### config.mk
export PLATFORM = sky130hd
export DESIGN_NAME = seq_priority_encoder
export DESIGN_NICKNAME = d
export VERILOG_FILES = /design/src/rtl/seq_priority_encoder_pkg.sv /design/src/rtl/seq_priority_encoder_prio_enc.sv /design/src/rtl/seq_priority_encoder.sv
export SDC_FILE = /design/constraint.sdc
export NUM_CORES = 1
export LEC_CHECK = 0
export ABC_AREA = 1
export CORE_MARGIN = 2
export CORE_UTILIZATION = 50
export DETAILED_ROUTE_END_ITERATION = 6
export PLACE_DENSITY = 0.86
export SYNTH_ARGS = -nofsm -noshare
export SYNTH_HDL_FRONTEND = slang
export SYNTH_HIERARCHICAL = 1
export SYNTH_SLANG_ARGS = --single-unit
### constraint.sdc
create_clock -name CLK -period 2.6 [get_ports CLK]
set_input_delay 0.39 -clock CLK [delete_from_list [all_inputs] [get_ports CLK]]
set_output_delay 0.39 -clock CLK [all_outputs]
set_load 0.01 [all_outputs]
### src/rtl/seq_priority_encoder_pkg.sv
// Shared definitions for the registered priority encoder.
//   state_e : FSM states (IDLE waits for a pending request, PRESENT holds A/VALID)
//   N_DEF   : default number of request lines
//   CNT_W   : width of the completed-grant counter
package seq_encoder_pkg;

  typedef enum logic {
    IDLE    = 1'b0,
    PRESENT = 1'b1
  } state_e;

  localparam int N_DEF = 8;
  localparam int CNT_W = 8;

endpackage

### src/rtl/seq_priority_encoder_prio_enc.sv
// Combinational priority encoder: index of the highest set bit of vec_i.
//   vec_i : N-bit input vector
//   idx_o : W-bit index of the highest set bit (0 when nothing is set)
//   any_o : high when any bit of vec_i is set
module prio_enc #(
  parameter  int N = 8,
  localparam int W = $clog2(N)
) (
  input  logic [N-1:0] vec_i,
  output logic [W-1:0] idx_o,
  output logic         any_o
);

  // Ascending scan: the last hit (highest index) overwrites earlier ones,
  // which gives line N-1 the top priority.
  always_comb begin
    idx_o = '0;
    for (int i = 0; i < N; i++) begin
      if (vec_i[i]) idx_o = W'(i);
    end
  end

  assign any_o = |vec_i;

endmodule

### src/rtl/seq_priority_encoder.sv
// Registered N-to-W priority encoder with falling-edge request capture and a
// VALID/ACK output handshake.
//   CLK, RST : clock, asynchronous active-high reset
//   EI_L     : active-low enable; gates capture and new launches
//   I_L      : active-low request lines, a falling edge pends a request
//   A, VALID : presented index and its valid flag, held until ACK
//   ACK      : consumer accepts A (ignored while VALID=0)
//   GS_L     : low when enabled and something is pending
//   EO_L     : low when enabled and nothing is pending
//   PEND     : pending-request vector
//   CNT      : completed grants, wraps modulo 2^CNT_W
module seq_priority_encoder
  import seq_encoder_pkg::*;
#(
  parameter  int N = N_DEF,
  localparam int W = $clog2(N)
) (
  input  logic             CLK,
  input  logic             RST,
  input  logic             EI_L,
  input  logic [N-1:0]     I_L,
  output logic [W-1:0]     A,
  output logic             VALID,
  input  logic             ACK,
  output logic             GS_L,
  output logic             EO_L,
  output logic [N-1:0]     PEND,
  output logic [CNT_W-1:0] CNT
);

  logic [N-1:0]     iprev_q;
  logic [N-1:0]     p_q, p_d;
  logic [N-1:0]     fall, set_v, clr;
  state_e           state_q, state_d;
  logic [W-1:0]     a_q, a_d;
  logic             valid_q, valid_d;
  logic [CNT_W-1:0] cnt_q, cnt_d;
  logic [W-1:0]     top_idx;
  logic             any_p;
  logic             retire;

  // Retirement only happens from PRESENT, so ACK outside it is a no-op.
  assign retire = (state_q == PRESENT) && ACK;

  // Per-line edge capture and pending update. A same-cycle set overrides
  // the clear so a fresh fall on the line being retired is not lost.
  assign clr = retire ? (N'(1) << a_q) : '0;

  for (genvar i = 0; i < N; i++) begin : g_line
    assign fall[i]  = iprev_q[i] & ~I_L[i];
    assign set_v[i] = fall[i] & ~EI_L;
    assign p_d[i]   = (p_q[i] & ~clr[i]) | set_v[i];
  end

  prio_enc #(.N(N)) u_prio (
    .vec_i (p_q),
    .idx_o (top_idx),
    .any_o (any_p)
  );

  // Launch decisions use the registered pending vector, so a request seen
  // at edge k is presented after edge k+1.
  always_comb begin
    state_d = state_q;
    a_d     = a_q;
    valid_d = valid_q;
    cnt_d   = cnt_q;
    unique case (state_q)
      IDLE: begin
        if (!EI_L && any_p) begin
          a_d     = top_idx;
          valid_d = 1'b1;
          state_d = PRESENT;
        end
      end
      PRESENT: begin
        // Held regardless of EI_L or newer, higher-priority requests.
        if (ACK) begin
          valid_d = 1'b0;
          cnt_d   = cnt_q + 1'b1;
          state_d = IDLE;
        end
      end
      default: state_d = IDLE;
    endcase
  end

  always_ff @(posedge CLK or posedge RST) begin
    if (RST) begin
      iprev_q <= '1;
      p_q     <= '0;
      state_q <= IDLE;
      a_q     <= '0;
      valid_q <= 1'b0;
      cnt_q   <= '0;
    end else begin
      // IPREV tracks I_L even while disabled, so edges then are dropped.
      iprev_q <= I_L;
      p_q     <= p_d;
      state_q <= state_d;
      a_q     <= a_d;
      valid_q <= valid_d;
      cnt_q   <= cnt_d;
    end
  end

  assign A     = a_q;
  assign VALID = valid_q;
  assign PEND  = p_q;
  assign CNT   = cnt_q;
  assign GS_L  = ~(~EI_L & any_p);
  assign EO_L  = ~(~EI_L & ~any_p);

endmodule

==> metrics.txt <==
status=finished clean; starting density of the core=0.516; CP endpoint kind=primary output; largest cells by area after synthesis=dfrtp_1, dfstp_2, nand2_1; setup TNS=0 ps; Clock Tree Buf Depth=2; Avg Inst Size Synth=8.97 um^2; Hold Buf Count CTS=0; Post CTS Setup Buffer Count=0; Register-to-Register Setup Slack=1260 ps; Final Wtd Congestion=0.840; crit path to=EO_L; Boundary Pins=34; htree depth=2; Leak=0.790 nW; adder-cell share of the synthesized area=0.00996; DRT antenna net count=0; Final Total Pwr=1.53 mW; worst-margin pin slew=361 ps; Final HPWL DP=2060 um; Nets=194; clock group share of total power=0.184; Resized Gates After CTS=0; Worst Path Max Fanout=3; initial antenna violation count=0; Die ar.=0.00293 mm^2; HP Class=input port to async pin; P_sw=535 uW; 1st-iter DRT viols=11; area leader, netlist=dfrtp_1; PortBufs=33; complex-gate fraction of the synthesized area=0.0797; Fill cells=192; final setup skew=15.2 ps; Die W=54.1 um; cts bufs inserted=5; core area=0.00243 mm^2; critical path class=register to primary output; slowest cell on the critical path=clkdlybuf4s50_1; final period demand of the worst path=2390 ps; sequential element share of the synthesized area=0.586; final critical-path share of the clock period=0.920; Total GRT Usage=0.218; largest family of logic cells by synthesized area=simple AND/OR/NAND/NOR gates; CP startpoint=PEND[3]; post-synthesis mux area share=0; Vias=1,053; CP required=2210 ps; PD cells=904 mW/mm^2; register share of total power=0.452; WL final=2710 um; fraction of layout cells with a size suffix above 1=0.137; DRT Pass-1 Iters=5; CTS clk-pin slew, worst paths=100 ps; worst r2r src=PEND[3]; CP startpoint kind=register; reg2reg end=A[0]; # rows=18; Slew HR=0.759; cell count after synthesis=140; worst-skew pair later-pin latency=330 ps; CTS tree=yes; internal power=993 uW; clock sinks=29; synth unique cells=20; Comb power frac=0.363; R2R cell count=7; vias in the first global route=997; post-synth top area share=0.418; Synth warnings=6; Max Slew Vio Count=0; Inserted Diodes=0; crit path cell chain=inv_1, nand2_1, nor3_1, nand3_1, or2_2, clkdlybuf4s50_1; largest net degree at the start of global routing=30; endpoints failing setup=0; via/cell ratio=4.97; switch share=0.350; Syn Nets=153; Avg WL per Cell=12.8 um; total global routing overflow=0; Arr. time, crit path=2000 ps; MaxCap Viol Count=0; Mapped Area=0.00126 mm^2; synth-to-layout area growth=34.6%; RSZ-0062 raised after global routing=false; most frequent cells in the layout=nand2_1, clkdlybuf4s50_1, dfrtp_1; root buffer cell=clkbuf_4; Remaining DRCs=0; Simple-Gate Fraction of Synth Area=0.237; Hold Fails Final Rpt=0; XOR/XNOR Fraction of Synth Area=0.0279; fmax=418 MHz; Critical Path Max Stage Delay=470 ps; Peak supply drop=0.000631 V; register bit count reported by yosys=29; first-pass GRT wire length=4390 um; Hold Slack=433 ps; most common cell after layout, fill and taps aside=nand2_1; Die H=54.1 um; final core occ=0.695
-- critical path: cells and delay by family, from the launching register on --
| family | cells | cell delay, ps |
|---|---|---|
| and+or+nand+nor | 4 | 690 |
| DFF | 1 | 420 |
| buffers and inverters | 2 | 560 |
-- Yosys cell counts --
cell type,number
nand3_2,1
o21ai_0,9
nor3_1,1
nor2_1,10
xor2_1,2
nand3b_1,2
or2_4,1
dfstp_2,8
nor2_4,1
or2_2,1
inv_1,20
dfrtp_1,21
nand2_1,47
o21ai_2,4
nand2_2,1
nand3_1,3
xnor2_1,2
ha_1,1
a21oi_1,4
nor2_2,1
-- sequential cells by signal (all words and copies together), names as in the netlist --
| name | flops |
|---|---|
| A | 3 |
| CNT | 8 |
| PEND | 8 |
| VALID | 1 |
| iprev_q | 8 |
| state_q | 1 |
-- cells by family (layout without fill, tap and decap cells) --
logic type | count (synthesis) | in the layout
compound gates | 17 | 17
xor+xnor | 4 | 4
buf+inv | 20 | 62
simple gates | 69 | 69
flops | 29 | 29
fa+ha+maj | 1 | 1
-- power by group through the flow --
stage               Clock, mW  Sequential, mW  Combinational, mW
floorplan                   0           0.727              0.215
global placement            0           0.686              0.534
detailed placement          0           0.699              0.553
CTS                     0.289           0.690              0.558
global route            0.308           0.710              0.615
finish                  0.281           0.691              0.555
-- stage by stage --
step	area, um^2	std cells	setup slack, ps
after global routing	1690	212	150
after CTS	1690	212	197
after detailed placement	1630	204	450
after floorplan	1260	140	1100
after global placement	1630	204	480
final	1690	212	209
-- area by class of cell --
class | instances | area, um^2 | area share
multi-input cells | 91 | 445 | 0.264
repair buffers | 34 | 338 | 0.200
well taps | 30 | 37.5 | 0.0222
flip-flops and latches | 29 | 736 | 0.435
inverters | 20 | 75.1 | 0.0444
clock buffers | 8 | 58.8 | 0.0348
-- per-layer routing --
| metal | track usage | vias up | part of all wire |
|---|---|---|---|
| li1 | - | 513 | - |
| met1 | 0.270 | 503 | 0.42 |
| met2 | 0.339 | 31 | 0.51 |
| met3 | 0.0778 | 6 | 0.047 |
| met4 | 0.100 | 0 | 0.015 |
| met5 | 0 | - | 0 |
-- how the worst min path moves through the flow --
stage | startpoint | endpoint | slack [ps] | depth (start not counted)
global route | RST | CNT[2] | 470 | 3
finish | RST | CNT[2] | 430 | 3
floorplan | I_L[0] | iprev_q[0] | 390 | 0
detailed placement | iprev_q[1] | PEND[1] | 480 | 2
CTS | RST | CNT[1] | 440 | 3
global placement | iprev_q[2] | PEND[2] | 480 | 2
(Power assumes the default switching activity.)
